$ cat src/rtl/tag_ctrl_pkg.sv
// ============================================================================
// Module : tag_ctrl_pkg
// Brief  : Shared cache tag types, FSM states and default widths.
// Rev    : 1.0
// ============================================================================
`default_nettype none

package tag_ctrl_pkg;

   localparam int c_tag_w = 20;
   localparam int c_idx_w = 7;

   typedef struct packed {
      logic               v;
      logic [c_tag_w-1:0] tag;
   } tag_entry_t;

   typedef enum logic [1:0] {
      INIT  = 2'd0,
      IDLE  = 2'd1,
      FLUSH = 2'd2
   } state_t;

endpackage

`default_nettype wire

$ cat src/rtl/tag_ctrl.sv
// ============================================================================
// Module : tag_ctrl
// Brief  : Tag RAM controller for one cache way: clear sweep, write-port
//          arbitration (invalidate over refill), lookup with write forwarding.
// Rev    : 1.0
// ============================================================================
`default_nettype none

module tag_ctrl
   import tag_ctrl_pkg::*;
#(
   parameter int TAG_W = c_tag_w,
   parameter int IDX_W = c_idx_w
) (
   input  logic             clk,
   input  logic             resetn,
   input  logic             lookup_valid,
   input  logic [IDX_W-1:0] lookup_index,
   input  logic [TAG_W-1:0] lookup_tag,
   output logic             lookup_ready,
   output logic             res_valid,
   output logic             res_hit,
   output logic [TAG_W-1:0] res_tag,
   output logic             res_v,
   input  logic             refill_valid,
   input  logic [IDX_W-1:0] refill_index,
   input  logic [TAG_W-1:0] refill_tag,
   output logic             refill_ready,
   input  logic             inv_valid,
   input  logic [IDX_W-1:0] inv_index,
   output logic             inv_ready,
   input  logic             flush_req,
   output logic             busy,
   output logic             ram_ena,
   output logic             ram_wea,
   output logic [IDX_W-1:0] ram_addra,
   output logic [TAG_W:0]   ram_dina,
   output logic             ram_enb,
   output logic [IDX_W-1:0] ram_addrb,
   input  logic [TAG_W:0]   ram_doutb
);

   typedef struct packed {
      logic             v;
      logic [TAG_W-1:0] tag;
   } entry_t;

   localparam logic [IDX_W:0] c_last = {1'b0, {IDX_W{1'b1}}};

   state_t           r_state;
   logic [IDX_W:0]   r_cnt;
   logic             r_busy;

   logic             r_res_valid;
   logic [TAG_W-1:0] r_lk_tag;
   logic             r_fwd;
   entry_t           r_fwd_data;

   logic             w_sweep;
   logic             w_open;
   logic             w_inv_acc;
   logic             w_ref_acc;
   logic             w_wr_acc;
   logic             w_lk_acc;
   logic [IDX_W-1:0] w_wr_idx;
   entry_t           w_wr_data;
   entry_t           w_res;

   // Sweep writes are gated by resetn so the RAM port is idle while reset is held.
   assign w_sweep      = resetn && (r_state != IDLE);
   assign w_open       = (r_state == IDLE) && !flush_req;

   assign lookup_ready = w_open;
   assign inv_ready    = w_open;
   assign refill_ready = w_open && !inv_valid;

   assign w_inv_acc    = inv_valid    && inv_ready;
   assign w_ref_acc    = refill_valid && refill_ready;
   assign w_wr_acc     = w_inv_acc || w_ref_acc;
   assign w_lk_acc     = lookup_valid && lookup_ready;

   always_comb begin
      w_wr_idx      = refill_index;
      w_wr_data.v   = 1'b1;
      w_wr_data.tag = refill_tag;
      if (w_sweep) begin
         w_wr_idx  = r_cnt[IDX_W-1:0];
         w_wr_data = '0;
      end else if (w_inv_acc) begin
         w_wr_idx  = inv_index;
         w_wr_data = '0;
      end
   end

   assign ram_ena   = w_sweep || w_wr_acc;
   assign ram_wea   = w_sweep || w_wr_acc;
   assign ram_addra = w_wr_idx;
   assign ram_dina  = w_wr_data;

   assign ram_enb   = w_lk_acc;
   assign ram_addrb = lookup_index;

   always_ff @(posedge clk or negedge resetn) begin
      if (!resetn) begin
         r_state <= INIT;
         r_cnt   <= '0;
         r_busy  <= 1'b1;
      end else begin
         case (r_state)
            IDLE: begin
               if (flush_req) begin
                  r_state <= FLUSH;
                  r_cnt   <= '0;
                  r_busy  <= 1'b1;
               end
            end
            INIT, FLUSH: begin
               if (r_cnt == c_last) begin
                  r_state <= IDLE;
                  r_cnt   <= '0;
                  r_busy  <= 1'b0;
               end else begin
                  r_cnt   <= r_cnt + (IDX_W+1)'(1);
               end
            end
            default: begin
               r_state <= INIT;
               r_cnt   <= '0;
               r_busy  <= 1'b1;
            end
         endcase
      end
   end

   assign busy = r_busy;

   // The RAM read returns pre-write data, so a same-cycle write to the looked-up
   // index is captured here and substituted for ram_doutb in the result cycle.
   always_ff @(posedge clk or negedge resetn) begin
      if (!resetn) begin
         r_res_valid <= 1'b0;
         r_lk_tag    <= '0;
         r_fwd       <= 1'b0;
         r_fwd_data  <= '0;
      end else begin
         r_res_valid <= w_lk_acc;
         if (w_lk_acc) begin
            r_lk_tag   <= lookup_tag;
            r_fwd      <= w_wr_acc && (w_wr_idx == lookup_index);
            r_fwd_data <= w_wr_data;
         end
      end
   end

   assign w_res     = r_fwd ? r_fwd_data : entry_t'(ram_doutb);
   assign res_valid = r_res_valid;
   assign res_v     = w_res.v;
   assign res_tag   = w_res.tag;
   assign res_hit   = w_res.v && (w_res.tag == r_lk_tag);

endmodule

`default_nettype wire

$ cat config.mk
export PLATFORM = sky130hd
export DESIGN_NAME = tag_ctrl
export DESIGN_NICKNAME = d
export VERILOG_FILES = /design/src/rtl/tag_ctrl_pkg.sv /design/src/rtl/tag_ctrl.sv
export SDC_FILE = /design/constraint.sdc
export NUM_CORES = 1
export LEC_CHECK = 0
export CAP_MARGIN = 25
export CORE_UTILIZATION = 29
export CTS_BUF_LIST = sky130_fd_sc_hd__clkbuf_8 sky130_fd_sc_hd__clkbuf_16
export CTS_CLUSTER_DIAMETER = 60
export DETAILED_ROUTE_END_ITERATION = 8
export PLACE_DENSITY = 0.63
export REMOVE_ABC_BUFFERS = 1
export SLEW_MARGIN = 40
export SYNTH_ARGS = -nofsm -noshare
export SYNTH_HDL_FRONTEND = slang
export SYNTH_SLANG_ARGS = --single-unit
$ cat constraint.sdc
create_clock -name clk -period 3.55 [get_ports clk]
set_clock_uncertainty 0.1 [all_clocks]
set_input_delay 1.065 -clock clk [delete_from_list [all_inputs] [get_ports clk]]
set_output_delay 1.065 -clock clk [all_outputs]
set_load 0.05 [all_outputs]
==> results by group <==
Synthesis
  • Mux cell area share after synthesis: a little under a quarter
  • Most instantiated flip-flop cell in the synthesis netlist: sky130_fd_sc_hd__dfrtp_1
  • Async set-or-reset flop fraction in the synthesized netlist: 100%
  • Total of warnings raised by yosys: 0
  • Proportion of synthesized chip area in sequential cells: about two fifths
  • Simple-gate area share of the yosys netlist: a little under an eighth
  • Summed instance area of the synthesized netlist: 0.00327 mm^2
  • Flip-flop and latch count after synthesis: 54
  • Largest family of logic cells by synthesized area: multiplexers
  • Xor and xnor area share after synthesis: under 10%
  • Post-synthesis instance total: slightly below 300
  • Number of flops mapped to enable cells by yosys: 0
  • Distinct cell type count of the synthesized netlist: 44
  • Area share of fa/ha/maj cells after synthesis: 0.383%
  • Synthesized-area fraction occupied by ao, oa, aoi and oai cells: 10.0%
  • Average instance area after synthesis: 11.1 um^2

Status
  • Result of the run: finished, violations left
  • Violated checks: negative setup slack

GRT
  • Overflow left after global routing: 0
  • Number of global-route vias before repair: ~3200
  • Maximum number of pins on one net before global-route repair: approximately 50
  • Initial antenna violation count: 0
  • GRT Resource Usage Total: 18.3%
  • First-pass GRT wire length: 16500 um

Clock tree
  • Count of hold buffers inserted by post-cts repair: 0
  • CTS tree: built
  • Clock latency of the later-clocked register in the worst-skew pair: 300 ps
  • Reg clk slew, reported paths: around 90 ps
  • Maximum count of clock buffers along a single path: 2
  • Inserted Clock Buffers: 5
  • H-Tree Level Count: 2
  • Cell at the root of the clock tree: sky130_fd_sc_hd__clkbuf_8
  • Clk sink count: 54

STA
  • Setup repair after global routing missed its margin: true
  • Slew Viols, Final: 0
  • Post-route clock period utilization: 109%
  • Final Hold Fails: 0
  • Achievable clock frequency: around 260 MHz
  • Sum Neg Setup Slack: -313 ps
  • Relative slew slack: 56.4%
  • Final critical path time including I/O delays and setup: 3860 ps
  • Count of endpoints failing setup in the final report: 1
  • Measured slew at the worst slew-check pin: 655 ps
  • Post-route worst setup slack: -313 ps

Hold path
  • Hold WC Path Type: reg -> reg

Setup path
  • Slowest Stage Delay on Critical Path: 360 ps
  • Data required time of the worst path: 2380 ps
  • Cell-by-cell listing of the critical path: clkdlybuf4s15_1, mux2_4, xor2_2, nor4_2, nand4_1, a2111oi_2, buf_4, buf_12
  • Startpoint type of the worst setup path: primary input
  • Worst path slowest cell: sky130_fd_sc_hd__nor4_2
  • Delay-heaviest family, CP: simple AND/OR/NAND/NOR gates
  • Kind of end point of the critical path: primary output
  • Critical path class: in -> out
  • Largest driver fanout on the critical path: 2
  • Critical path buffers and inverters: 3
  • Endpoint arrival time on the critical path: approximately 2700 ps

Floorplanning
  • Y dimension of the die: 108 um
  • Placeable core region: between 0.01 and 0.015 mm^2
  • Initial core utilization: approximately 30%
  • Cell row count: 38
  • Width of the die: around 110 um
  • Die area: between 0.01 and 0.015 mm^2
  • Top-Level Pins: about 150

Layout
  • Antenna diode instance count: 0
  • Syn-to-layout area delta: 94.4%
  • Final standard cell area without fillers: approximately 0.0063 mm^2
  • Final net count: 583
  • Finished Layout Cells: ~640
  • Layout cells sized above 1: between 40% and 50%

Route
  • Number of routed nets with antenna violations: 0
  • Number of remaining DRC errors: 0
  • Vias per cell: 4.73
  • Length of the first detailed-routing pass in iterations: 4
  • Average wire per standard cell: between 15 and 20 um
  • Number of vias in the routed layout: 3005
  • Routed WL: around 11000 um
  • Drt first-iter violations: about 110

Power
  • Power density normalized to cell area: around 570 mW/mm^2
  • Cell leakage power: between 0.002 and 0.003 uW
  • IR drop worst, VDD: between 0.3 and 0.4 mV
  • PnR Total Power: 3630 uW

Placed design
  • Cells after DPL: 620
  • Port bufs: between 150 and 200
  • Global placer's final weighted congestion: about 0.81
  • Setup WS pre-CTS: -721 ps
  • Post-Place Cell Area: 0.00588 mm^2
  • Estimated wirelength of the detail-placed design: between 7000 and 8000 um

Flow run
  • Count of max-cap constraint violations: 0
[power breakdown]
group          total (uW)  internal, uW  switching, uW  leakage [uW]
sequential           1110           886            225      0.000678
combinational        2160          1150           1020       0.00207
clock                 360           142            218     0.0000408
total                3630          2170           1460       0.00279
[synth_stat cells (3+ instances only)]
library cell | number | area (um^2)
sky130_fd_sc_hd__nand2_1 | 12 | 45.0
sky130_fd_sc_hd__and2_1 | 20 | 125
sky130_fd_sc_hd__nand4_1 | 4 | 25.0
sky130_fd_sc_hd__xnor2_1 | 3 | 26.3
sky130_fd_sc_hd__mux2_4 | 4 | 60.1
sky130_fd_sc_hd__nand3_1 | 6 | 30.0
sky130_fd_sc_hd__o31ai_1 | 4 | 30.0
sky130_fd_sc_hd__mux2i_1 | 8 | 80.1
sky130_fd_sc_hd__a22o_1 | 3 | 26.3
sky130_fd_sc_hd__o211ai_1 | 5 | 37.5
sky130_fd_sc_hd__xor2_1 | 19 | 166
sky130_fd_sc_hd__inv_1 | 8 | 30.0
sky130_fd_sc_hd__a21oi_1 | 5 | 25.0
sky130_fd_sc_hd__dfrtp_1 | 53 | 1330
sky130_fd_sc_hd__nor2_1 | 9 | 33.8
sky130_fd_sc_hd__buf_2 | 3 | 15.0
sky130_fd_sc_hd__mux2_2 | 57 | 642
sky130_fd_sc_hd__clkbuf_1 | 3 | 11.3
sky130_fd_sc_hd__o21ai_0 | 15 | 75.1
sky130_fd_sc_hd__a211o_1 | 5 | 43.8
sky130_fd_sc_hd__nor3_1 | 7 | 35.0
sky130_fd_sc_hd__buf_4 | 13 | 97.6
sky130_fd_sc_hd__buf_6 | 3 | 33.8
[flip-flops by register name, indices dropped and copies added, names as in the netlist]
register    count
r_state         2
r_fwd_data     21
busy            1
r_fwd           1
res_valid       1
r_cnt           8
r_lk_tag       20
[per-layer routing]
metal  vias to the layer above  global-route usage (%)  share of wire [%]
li1                       1431                       -                  -
met3                         9                    3.01                5.4
met5                         -                       0                  0
met2                        93                    33.0                 53
met1                      1472                    23.5                 41
met4                         0                    2.25               0.59
[cells by family (layout without fill, tap and decap cells)]
group	count (synthesis)	count (layout)
multiplexers	69	69
XOR/XNOR	22	22
adder cells (fa/ha/maj)	1	1
AO/OA/AOI/OAI	46	46
buffers and inverters	34	235
AND/OR/NAND/NOR	68	68
flip-flops	54	54
[stage by stage]
stage / utilization, % / hold WS [ps]
after floorplan: - / 375
after global placement: 54.0 / 384
after detailed placement: 54.0 / 391
after CTS: 57.0 / 409
after global routing: 58.3 / 433
final: 58.3 / 416
[layout make-up]
type                            count  area, um^2
Fill cell                         901        4540
Timing Repair Buffer              217        2740
Multi-Input combinational cell    206        1950
Sequential cell                    54        1350
Tap cell                          140         175
Clock buffer                        5        68.8
Inverter                           10        37.5
Clock inverter                      3        23.8
[worst reg2reg max path: stages, from the launching register on]
cell and delay [ps]:
sky130_fd_sc_hd__dfrtp_1 520, sky130_fd_sc_hd__nor2b_1 310, sky130_fd_sc_hd__buf_4 230, sky130_fd_sc_hd__nand2b_2 80
sky130_fd_sc_hd__inv_2 110, sky130_fd_sc_hd__nand2_1 110, sky130_fd_sc_hd__inv_2 90, sky130_fd_sc_hd__buf_4 330
sky130_fd_sc_hd__mux2_2 390
[final timing paths]
path	depth (start not counted)	from	slack, ps	end
max	8	ram_doutb[6]	-310	res_hit
min reg2reg	2	busy$_DFFE_PN1P_	420	busy$_DFFE_PN1P_
min	2	busy$_DFFE_PN1P_	420	busy$_DFFE_PN1P_
min in group asynchronous	2	resetn	580	r_cnt[2]$_DFFE_PN0P_
max in group asynchronous	2	resetn	2080	r_fwd$_DFFE_PN0P_
max reg2reg	8	r_state[0]$_DFFE_PN0P_	1170	r_fwd_data[2]$_DFFE_PN0P_
[repair_timing]
| item | CTS | global route |
|---|---|---|
| endpoints found under the setup margin | 29 | 10 |
| gates cloned | 2 | 1 |
| pin swaps | 13 | 10 |
| endpoints found under the hold margin | 0 | 0 |
| gates resized for setup | 59 | 37 |
| buffers inserted | 4 | 0 |
[cell usage in the layout (no fill, tap or decap), types with 6 or more instances in the layout]
cell | netlist | routed
sky130_fd_sc_hd__clkdlybuf4s50_1 | 0 | 69
sky130_fd_sc_hd__buf_12 | 1 | 67
sky130_fd_sc_hd__buf_4 | 13 | 57
sky130_fd_sc_hd__dfrtp_1 | 53 | 52
sky130_fd_sc_hd__mux2_2 | 57 | 44
sky130_fd_sc_hd__mux2_4 | 4 | 17
sky130_fd_sc_hd__and2_1 | 20 | 15
sky130_fd_sc_hd__nand2_1 | 12 | 12
sky130_fd_sc_hd__xor2_2 | 0 | 12
sky130_fd_sc_hd__o21ai_0 | 15 | 12
sky130_fd_sc_hd__inv_1 | 8 | 8
sky130_fd_sc_hd__nor2_1 | 9 | 8
sky130_fd_sc_hd__xor2_1 | 19 | 7
sky130_fd_sc_hd__dlygate4sd2_1 | 0 | 7
sky130_fd_sc_hd__nor3_1 | 7 | 6
sky130_fd_sc_hd__nand3_1 | 6 | 6
(Power assumes the default switching activity.)
